--- src/rtl/imem_loader_if.sv ---
// Byte-stream intake and instruction-memory write port of the image loader.
`ifndef THREAD_WIDTH
`define THREAD_WIDTH 3
`endif
`ifndef XLEN
`define XLEN 32
`endif
`ifndef INSTR_WIDTH
`define INSTR_WIDTH 32
`endif

interface imem_loader_if;
    logic [7:0]                rx_data;
    logic                      rx_valid;
    logic                      rx_ready;
    logic                      wr_en;
    logic [`THREAD_WIDTH-1:0]  wr_thread;
    logic [`XLEN-1:0]          wr_addr;
    logic [`INSTR_WIDTH-1:0]   wr_data;

    modport master (
        output rx_data, rx_valid,
        input  rx_ready, wr_en, wr_thread, wr_addr, wr_data
    );

    modport slave (
        input  rx_data, rx_valid,
        output rx_ready, wr_en, wr_thread, wr_addr, wr_data
    );
endinterface

--- src/rtl/imem_loader.sv ---
// Parses framed instruction images from a byte stream and writes them into
// per-thread instruction memory, holding the core off until a frame checks out.
//
// state  | meaning
// IDLE   | waiting for frame header byte (magic + thread id)
// CNT_LO | receiving low byte of word count
// CNT_HI | receiving high byte of word count, range check
// DATA   | assembling little-endian words, one write per 4 bytes
// CSUM   | comparing checksum byte against running XOR
// DONE   | one-cycle success pulse, core released
// ERR    | one-cycle reject pulse, core_hold left as-is
`ifndef THREAD_WIDTH
`define THREAD_WIDTH 3
`endif
`ifndef XLEN
`define XLEN 32
`endif
`ifndef INSTR_WIDTH
`define INSTR_WIDTH 32
`endif

module imem_loader #(
    parameter int IMEM_WORDS = 256,
    parameter int CNT_W      = 16
) (
    input  logic              clk,
    input  logic              rst,
    imem_loader_if.slave      bus,
    output logic              core_hold,
    output logic              done,
    output logic              err,
    output logic [1:0]        err_code
);

    localparam int               IDX_W = (IMEM_WORDS > 1) ? $clog2(IMEM_WORDS) : 1;
    localparam logic [CNT_W-1:0] MAX_N = CNT_W'(IMEM_WORDS);
    localparam logic [4:0]       MAGIC = 5'b10100;

    typedef enum logic [2:0] {
        S_IDLE, S_CNT_LO, S_CNT_HI, S_DATA, S_CSUM, S_DONE, S_ERR
    } state_t;

    state_t             state, state_nxt;
    logic               rx_ready;
    logic               accept;
    logic [2:0]         tid;
    logic [7:0]         cnt_lo;
    logic [CNT_W-1:0]   cnt_full;
    logic               count_ok;
    logic [CNT_W-1:0]   word_last;
    logic [IDX_W-1:0]   word_idx;
    logic               last_word;
    logic [1:0]         lane;
    logic [23:0]        word_acc;
    logic [7:0]         csum;

    assign accept    = bus.rx_valid && rx_ready;
    assign cnt_full  = {bus.rx_data, cnt_lo};
    assign count_ok  = (cnt_full != '0) && (cnt_full <= MAX_N);
    assign last_word = (CNT_W'(word_idx) == word_last);
    assign bus.rx_ready = rx_ready;

    always_ff @(posedge clk) begin
        if (rst) state <= S_IDLE;
        else     state <= state_nxt;
    end

    always_comb begin
        state_nxt = state;
        rx_ready  = 1'b1;
        done      = 1'b0;
        err       = 1'b0;
        case (state)
            S_IDLE:   if (accept) state_nxt = (bus.rx_data[7:3] == MAGIC) ? S_CNT_LO : S_ERR;
            S_CNT_LO: if (accept) state_nxt = S_CNT_HI;
            S_CNT_HI: if (accept) state_nxt = count_ok ? S_DATA : S_ERR;
            S_DATA:   if (accept && (lane == 2'd3) && last_word) state_nxt = S_CSUM;
            S_CSUM:   if (accept) state_nxt = (bus.rx_data == csum) ? S_DONE : S_ERR;
            S_DONE: begin
                rx_ready  = 1'b0;
                done      = 1'b1;
                state_nxt = S_IDLE;
            end
            S_ERR: begin
                rx_ready  = 1'b0;
                err       = 1'b1;
                state_nxt = S_IDLE;
            end
            default:  state_nxt = S_IDLE;
        endcase
    end

    always_ff @(posedge clk) begin
        if (rst) begin
            tid           <= '0;
            cnt_lo        <= '0;
            word_last     <= '0;
            word_idx      <= '0;
            lane          <= '0;
            word_acc      <= '0;
            csum          <= '0;
            core_hold     <= 1'b0;
            err_code      <= 2'b00;
            bus.wr_en     <= 1'b0;
            bus.wr_thread <= '0;
            bus.wr_addr   <= '0;
            bus.wr_data   <= '0;
        end else begin
            bus.wr_en <= 1'b0;
            if (accept) begin
                case (state)
                    S_IDLE: begin
                        if (bus.rx_data[7:3] == MAGIC) begin
                            tid       <= bus.rx_data[2:0];
                            core_hold <= 1'b1;
                            csum      <= '0;
                        end else begin
                            err_code  <= 2'b01;
                        end
                    end
                    S_CNT_LO: cnt_lo <= bus.rx_data;
                    S_CNT_HI: begin
                        word_last <= cnt_full - CNT_W'(1);
                        word_idx  <= '0;
                        lane      <= '0;
                        if (!count_ok) err_code <= 2'b10;
                    end
                    S_DATA: begin
                        csum <= csum ^ bus.rx_data;
                        lane <= lane + 2'd1;
                        if (lane == 2'd3) begin
                            // Write only once the whole word is in hand.
                            bus.wr_en     <= 1'b1;
                            bus.wr_thread <= `THREAD_WIDTH'(tid);
                            bus.wr_addr   <= `XLEN'({word_idx, 2'b00});
                            bus.wr_data   <= `INSTR_WIDTH'({bus.rx_data, word_acc});
                            if (!last_word) word_idx <= word_idx + IDX_W'(1);
                        end else begin
                            word_acc[lane*8 +: 8] <= bus.rx_data;
                        end
                    end
                    S_CSUM: begin
                        if (bus.rx_data == csum) core_hold <= 1'b0;
                        else                     err_code  <= 2'b11;
                    end
                    default: ;
                endcase
            end
        end
    end

endmodule

--- src/flat_wrapper.sv ---
// flat-port wrapper written by rule: the top's interface ports become plain ports
module imem_loader_flat 
#(
    parameter int IMEM_WORDS = 256,
    parameter int CNT_W      = 16
)
  (clk, rst, core_hold, done, err, err_code, bus_rx_data, bus_rx_valid, bus_rx_ready, bus_wr_en, bus_wr_thread, bus_wr_addr, bus_wr_data);
  imem_loader_if bus_i ();
  input  logic clk;
  input  logic rst;
  output logic core_hold;
  output logic done;
  output logic err;
  output logic [1:0] err_code;
  input wire logic [$bits(bus_i.rx_data)-1:0] bus_rx_data;
  input wire logic [$bits(bus_i.rx_valid)-1:0] bus_rx_valid;
  output wire logic [$bits(bus_i.rx_ready)-1:0] bus_rx_ready;
  output wire logic [$bits(bus_i.wr_en)-1:0] bus_wr_en;
  output wire logic [$bits(bus_i.wr_thread)-1:0] bus_wr_thread;
  output wire logic [$bits(bus_i.wr_addr)-1:0] bus_wr_addr;
  output wire logic [$bits(bus_i.wr_data)-1:0] bus_wr_data;
  assign bus_i.rx_data = bus_rx_data;
  assign bus_i.rx_valid = bus_rx_valid;
  assign bus_rx_ready = bus_i.rx_ready;
  assign bus_wr_en = bus_i.wr_en;
  assign bus_wr_thread = bus_i.wr_thread;
  assign bus_wr_addr = bus_i.wr_addr;
  assign bus_wr_data = bus_i.wr_data;
  imem_loader #(.IMEM_WORDS(IMEM_WORDS), .CNT_W(CNT_W)) u_core (.clk(clk), .rst(rst), .bus(bus_i), .core_hold(core_hold), .done(done), .err(err), .err_code(err_code));
endmodule
--- config.mk ---
export PLATFORM = sky130hd
export DESIGN_NAME = imem_loader_flat
export DESIGN_NICKNAME = d
export VERILOG_FILES = /design/src/rtl/imem_loader_if.sv /design/src/rtl/imem_loader.sv /design/src/flat_wrapper.sv
export SDC_FILE = /design/constraint.sdc
export NUM_CORES = 1
export LEC_CHECK = 0
export BUFFER_PORTS_ARGS = -buffer_cell sky130_fd_sc_hd__buf_2
export CAP_MARGIN = 20
export CORE_ASPECT_RATIO = 0.7
export CORE_MARGIN = 2
export CORE_UTILIZATION = 50
export DETAILED_ROUTE_END_ITERATION = 10
export GPL_TIMING_DRIVEN = 0
export PLACE_DENSITY = 0.77
export SLEW_MARGIN = 20
export SYNTH_ARGS = -nofsm -noshare
export SYNTH_HDL_FRONTEND = slang
export SYNTH_SLANG_ARGS = --single-unit
--- constraint.sdc ---
create_clock -name clk -period 4.2 [get_ports clk]
set_clock_uncertainty 0.15 [all_clocks]
set_input_delay 0.84 -clock clk [delete_from_list [all_inputs] [get_ports clk]]
set_output_delay 0.84 -clock clk [all_outputs]
set_load 0.05 [all_outputs]
==> out/qor.txt, run 1 <==
Max-slew headroom: 0.333
post-cts sizing count: 0
placed cell areas: 0.00589 mm^2
Placed Cells: 888
initial antenna violation count: 0
Die ar.: 0.0116 mm^2
outcome: finished, final reports clean
synthesized cell area: 0.00535 mm^2
Worst Setup Path Type: flop to output port
Initial DRT Pass Iterations: 5
GRT Resource Usage Total: 0.263
GRT overflow: 0
Initial Util: 0.515
CTS clk-pin slew, worst paths: 0.05 ns
Iter 0 DRT Violations: 478
final std cells w/o fill: 920
Worst setup EP type: output port
fillers: 952
Routed WL: 14900 um
Clock power frac: 0.494
Inserted Diodes: 0
Max rail drop VDD: 0.321 mV
setup violators final: 0
#FFs+latches synth: 119
RD Place Congestion: 0.957
number of remaining DRC errors: 0
Root Driver: clkbuf_16
Reg area: 0.00238 mm^2
Wirelength per Cell: 16.2 um
die height: 90.6 um
Cell Rows: 31
Pwr Total: 2.95 mW
Fin Hold WS: 0.299 ns
first-pass GRT wire length: 24000 um
worst endpoint data arrival time: 2.01 ns
H-tree levels: 4
synth warn: 0
Sequential Power Share: 0.397
Hold Violations, Final: 0
Max Freq: 334 MHz
critical path fanouts, max: 10
commonest cells after routing, fill and taps aside: nand2_1, dfxtp_1, a21oi_1, buf_2, clkbuf_1
deepest clock path buffer count: 2
vias: 5140
vias per inst: 5.59
Post-synth EDFFs: 0
Hold Crit Class: flop to flop
Area Overhead vs Synth: 21.2%
largest net degree at the start of global routing: 17
total core area: 0.0104 mm^2
most common flop cell mapped by yosys: dfxtp_1
Cells after Synth: 675
TNS Setup: 0 ns
RSZ-0062 raised after global routing: no
share of layout cells above drive strength 1: 0.161
maxcap violations: 0
combinational power share: 0.109
Max Transition Viols Final: 0
Worst-Skew Late Latency: 0.42 ns
IO Pins: 85
HPWL after DPL: 10400 um
Multi-input gate area: 0.00265 mm^2
crit path time final: 3.00 ns
Synth async-reset ratio: 0
Required @ worst endpoint: 3.21 ns
register area share after synthesis: 0.445
CTS buffer count: 17
DRT antenna net count: 0
Post-CTS Setup Bufs: 0
clock sinks: 119
vias in the first global route: 4683
P_sw: 0.787 mW
Final #Nets: 794
IO Port Bufs: 58
Die W: 128 um
Tightest Pin Transition: 0.999 ns
Avg Cell Area, Syn: 7.93 um^2
design area: 0.00649 mm^2
fin crit share: 0.714
Sw Ratio: 0.267
LEAKAGE: 2.54 nW
Power Internal: 2.17 mW
Yosys cell types: 48
CTS tree: yes
Worst Setup Start Kind: flop
cell area power density: 455 mW/mm^2
commonest non-fill, non-tap cell in the layout: nand2_1
Post-CTS Hold Fix Bufs: 0
## worst max-delay path, cell delays in order, from the launching register on
cell and delay, ns:
dfxtp_1 0.30, clkbuf_1 0.29, clkbuf_1 0.41, inv_1 0.18, and3_1 0.20, buf_2 0.21
## registers in the layout, indices dropped and copies added (netlist names)
signal,flops
u_core.bus.wr_addr,8
u_core.bus.wr_data,32
u_core.bus.wr_en,1
u_core.bus.wr_thread,3
u_core.cnt_lo,8
u_core.core_hold,1
u_core.csum,8
u_core.err_code,2
u_core.lane,2
u_core.state,3
u_core.tid,3
u_core.word_acc,24
u_core.word_idx,8
u_core.word_last,16
## logic make-up after synthesis
family,count (synthesis),share of synthesized area
buffers and inverters,82,0.0767
DFF,119,0.445
muxes,2,0.00374
and+or+nand+nor,278,0.243
adders and majority gates,8,0.0187
other,1,0.000701
xor gates and xnor gates,29,0.0475
AOI/OAI and AO/OA,156,0.165
## per-layer routing
metal | part of all wire | vias to the layer above | global-route usage
met2 | 0.44 | 243 | 0.385
met3 | 0.086 | 22 | 0.0640
met5 | 0 | - | 0
li1 | - | 2470 | -
met1 | 0.46 | 2405 | 0.382
met4 | 0.012 | 0 | 0.0824
## power groups by stage
stage	logic (mW)	clock network [mW]	registers, mW
after global placement	0.308	0	1.19
after floorplan	0.236	0	1.20
final	0.323	1.46	1.17
after CTS	0.315	1.46	1.17
after global routing	0.345	1.51	1.17
after detailed placement	0.314	0	1.19
## path summary, 6_finish.rpt
check                         start                     end  slack [ns]  cells past startpoint
min reg2reg  u_core.bus.wr_data[12]  u_core.bus.wr_data[12]        0.30                      2
max                 u_core.state[0]                     err        1.20                      5
max reg2reg         u_core.state[1]  u_core.bus.wr_data[31]        1.37                      7
min          u_core.bus.wr_data[12]  u_core.bus.wr_data[12]        0.30                      2
## cells in the mapped netlist (2+ instances only)
library cell	count	share of area
a211oi_1	10	0.014
a21o_1	2	0.0028
a21oi_1	102	0.095
a221oi_1	2	0.0033
a311oi_1	3	0.0049
a31oi_1	2	0.0023
and2_1	4	0.0047
and3_1	3	0.0035
and4_1	3	0.0049
buf_1	2	0.0014
buf_2	4	0.0037
buf_4	24	0.034
clkbuf_1	40	0.028
dfxtp_1	119	0.45
ha_1	8	0.019
inv_1	11	0.0077
mux2i_1	2	0.0037
nand2_1	145	0.10
nand2b_1	3	0.0035
nand3_1	35	0.033
nand3b_1	8	0.011
nand4_1	3	0.0035
nor2_1	38	0.027
nor3_1	4	0.0037
nor3b_1	3	0.0042
nor4_1	9	0.011
o211ai_1	2	0.0028
o21ai_0	19	0.018
o31ai_1	8	0.011
or2_2	2	0.0023
or4_1	10	0.014
or4_4	2	0.0042
xnor2_1	8	0.013
xor2_1	21	0.034
## layout make-up
| class | count | share of cell area |
|---|---|---|
| clock inverter | 12 | 0.0193 |
| inverter | 11 | 0.00637 |
| timing repair buffer | 58 | 0.0448 |
| buffer | 71 | 0.0569 |
| sequential | 119 | 0.367 |
| multi-input combinational | 497 | 0.408 |
| clock buffer | 20 | 0.0720 |
| tap | 132 | 0.0255 |
## stage by stage
| stage | setup WS (ns) | util |
|---|---|---|
| floorplan | 1.66 | - |
| global placement | 1.03 | 0.567 |
| detailed placement | 0.962 | 0.567 |
| CTS | 1.23 | 0.624 |
| global route | 1.08 | 0.624 |
| finish | 1.20 | 0.624 |
Note: power is estimated with default switching activity, not from simulation.
==> run 2: changes to the inputs <==
Clock period 4.2 ns to 2.9 ns, I/O delays scaled along.
==> run 2 against run 1 <==
Net effect: worst setup slack worse by 1.0 ns; wire length rose by 0.30%; critical path depth unchanged; via count up 0.72%; sequential share of layout area about the same; count of clock-buffer cells in the layout is the same; core utilization hardly changed; clock power up 45%; critical path type unchanged.
==> out/qor.txt, run 2 (synthesized netlist as in run 1, its figures left out) <==
Initial Util: 0.515
clock sinks: 119
first-pass GRT wire length: 24000 um
cell area power density: 659 mW/mm^2
CTS clk-pin slew, worst paths: 0.05 ns
setup violators final: 0
vias: 5177
Cell Rows: 31
worst r2r src: u_core.state[0]
share of layout cells above drive strength 1: 0.162
GRT overflow: 0
Hold Crit Class: flop to flop
Wirelength per Cell: 16.3 um
worst r2r path cells: 7
deepest clock path buffer count: 2
total core area: 0.0104 mm^2
maxcap violations: 0
RSZ-0062 raised after global routing: no
FF-to-FF End: u_core.bus.wr_data[31]
LEAKAGE: 2.54 nW
fin crit share: 0.945
H-tree levels: 4
hold path depth: 2
worst endpoint data arrival time: 2.01 ns
Max-slew headroom: 0.327
initial antenna violation count: 0
Die W: 128 um
crit path time final: 2.74 ns
IO Port Bufs: 58
number of remaining DRC errors: 0
Max Freq: 365 MHz
Pwr Total: 4.28 mW
Max rail drop VDD: 0.466 mV
commonest cells after routing, fill and taps aside: nand2_1, dfxtp_1, a21oi_1, buf_2, clkbuf_1
Largest regs: u_core.bus.wr_data: 32 flops, u_core.word_acc: 24 flops, u_core.word_last: 16 flops
final std cells w/o fill: 920
DRT antenna net count: 0
CTS buffer count: 17
HPWL after DPL: 10400 um
Tightest Pin Transition: 1.01 ns
Reg2Reg Setup Slack: 0.23 ns
Routed WL: 15000 um
Die ar.: 0.0116 mm^2
Required @ worst endpoint: 2.17 ns
Worst-Skew Late Latency: 0.42 ns
outcome: finished, final reports clean
worst hold start: u_core.bus.wr_data[12]
Area Overhead vs Synth: 21.2%
Worst Setup Path Type: flop to output port
Worst Setup Start Kind: flop
Initial DRT Pass Iterations: 5
largest net degree at the start of global routing: 17
Hold Violations, Final: 0
Largest Register: u_core.bus.wr_data
Max Transition Viols Final: 0
die height: 90.6 um
Worst setup EP type: output port
Root Driver: clkbuf_16
GRT Resource Usage Total: 0.263
Placed Cells: 888
IO Pins: 85
vias per inst: 5.63
WHS Endpoint: u_core.bus.wr_data[12]
CTS tree: yes
RD Place Congestion: 0.957
max FFs per register: 32
critical path fanouts, max: 10
Iter 0 DRT Violations: 436
vias in the first global route: 4683
commonest non-fill, non-tap cell in the layout: nand2_1
Inserted Diodes: 0
Final #Nets: 794
[run 2: changes by cell type in the layout (fill, tap and decap cells not counted)]
cell	previous run	this run
nor2_1	38	37
nor2_2	0	1
[run 2: worst max path at each step]
stage,from,end,slack [ns],cells past startpoint
after global placement,bus_rx_valid,u_core.bus.wr_data[31],-0.008,7
after global routing,u_core.state[0],err,0.05,5
after detailed placement,bus_rx_valid,u_core.bus.wr_data[31],-0.08,7
after CTS,u_core.state[1],u_core.bus.wr_data[24],0.13,7
after floorplan,bus_rx_data[6],u_core.state[0],0.62,6
final,u_core.state[0],err,0.16,5
[run 2: report_power, final]
part / leakage [nW] / total (mW) / switching, mW / internal, mW
Combinational: 1.29 / 0.468 / 0.330 / 0.138
Sequential: 0.961 / 1.70 / 0.0253 / 1.67
Clock: 0.288 / 2.11 / 0.787 / 1.33
Total: 2.54 / 4.28 / 1.14 / 3.14
[run 2: repair_timing]
item                       CTS  global route
setup endpoints to repair    0            39
gates resized for setup      0             1
hold endpoints to repair     0             0
setup buffers                0             0
hold buffers                 0             0
[run 2: stage by stage]
stage	setup WS [ns]	instance area (um^2)	util	setup TNS, ns	hold slack, ns
2_1_floorplan	0.619	5440	-	0	0.282
3_3_place_gp	-0.00819	5890	0.567	-0.0266	0.290
3_5_place_dp	-0.0778	5890	0.567	-2.04	0.293
4_1_cts	0.125	6490	0.624	0	0.301
5_1_grt	0.0504	6490	0.624	0	0.314
6_report	0.161	6490	0.624	0	0.299
[run 2: critical path, cell delays in order, from the launching register on]
cell,delay (ns)
dfxtp_1,0.30
clkbuf_1,0.29
clkbuf_1,0.41
inv_1,0.18
and3_1,0.20
buf_2,0.21
[run 2: routing by layer]
layer  up-vias  wire, um  share of wire  GRT usage
li1       2474         -              -          -
met1      2436      6930           0.46      0.382
met2       240      6610           0.44      0.385
met3        27      1220          0.082     0.0640
met4         0       196          0.013     0.0824
met5         -         0              0          0
[run 2: area by class of cell]
class | count | area, um^2
tap | 132 | 165
inverter | 11 | 41.3
clock buffer | 20 | 467
sequential | 119 | 2380
clock inverter | 12 | 125
timing repair buffer | 58 | 290
multi-input combinational | 497 | 2650
fill | 952 | 3910
buffer | 71 | 369
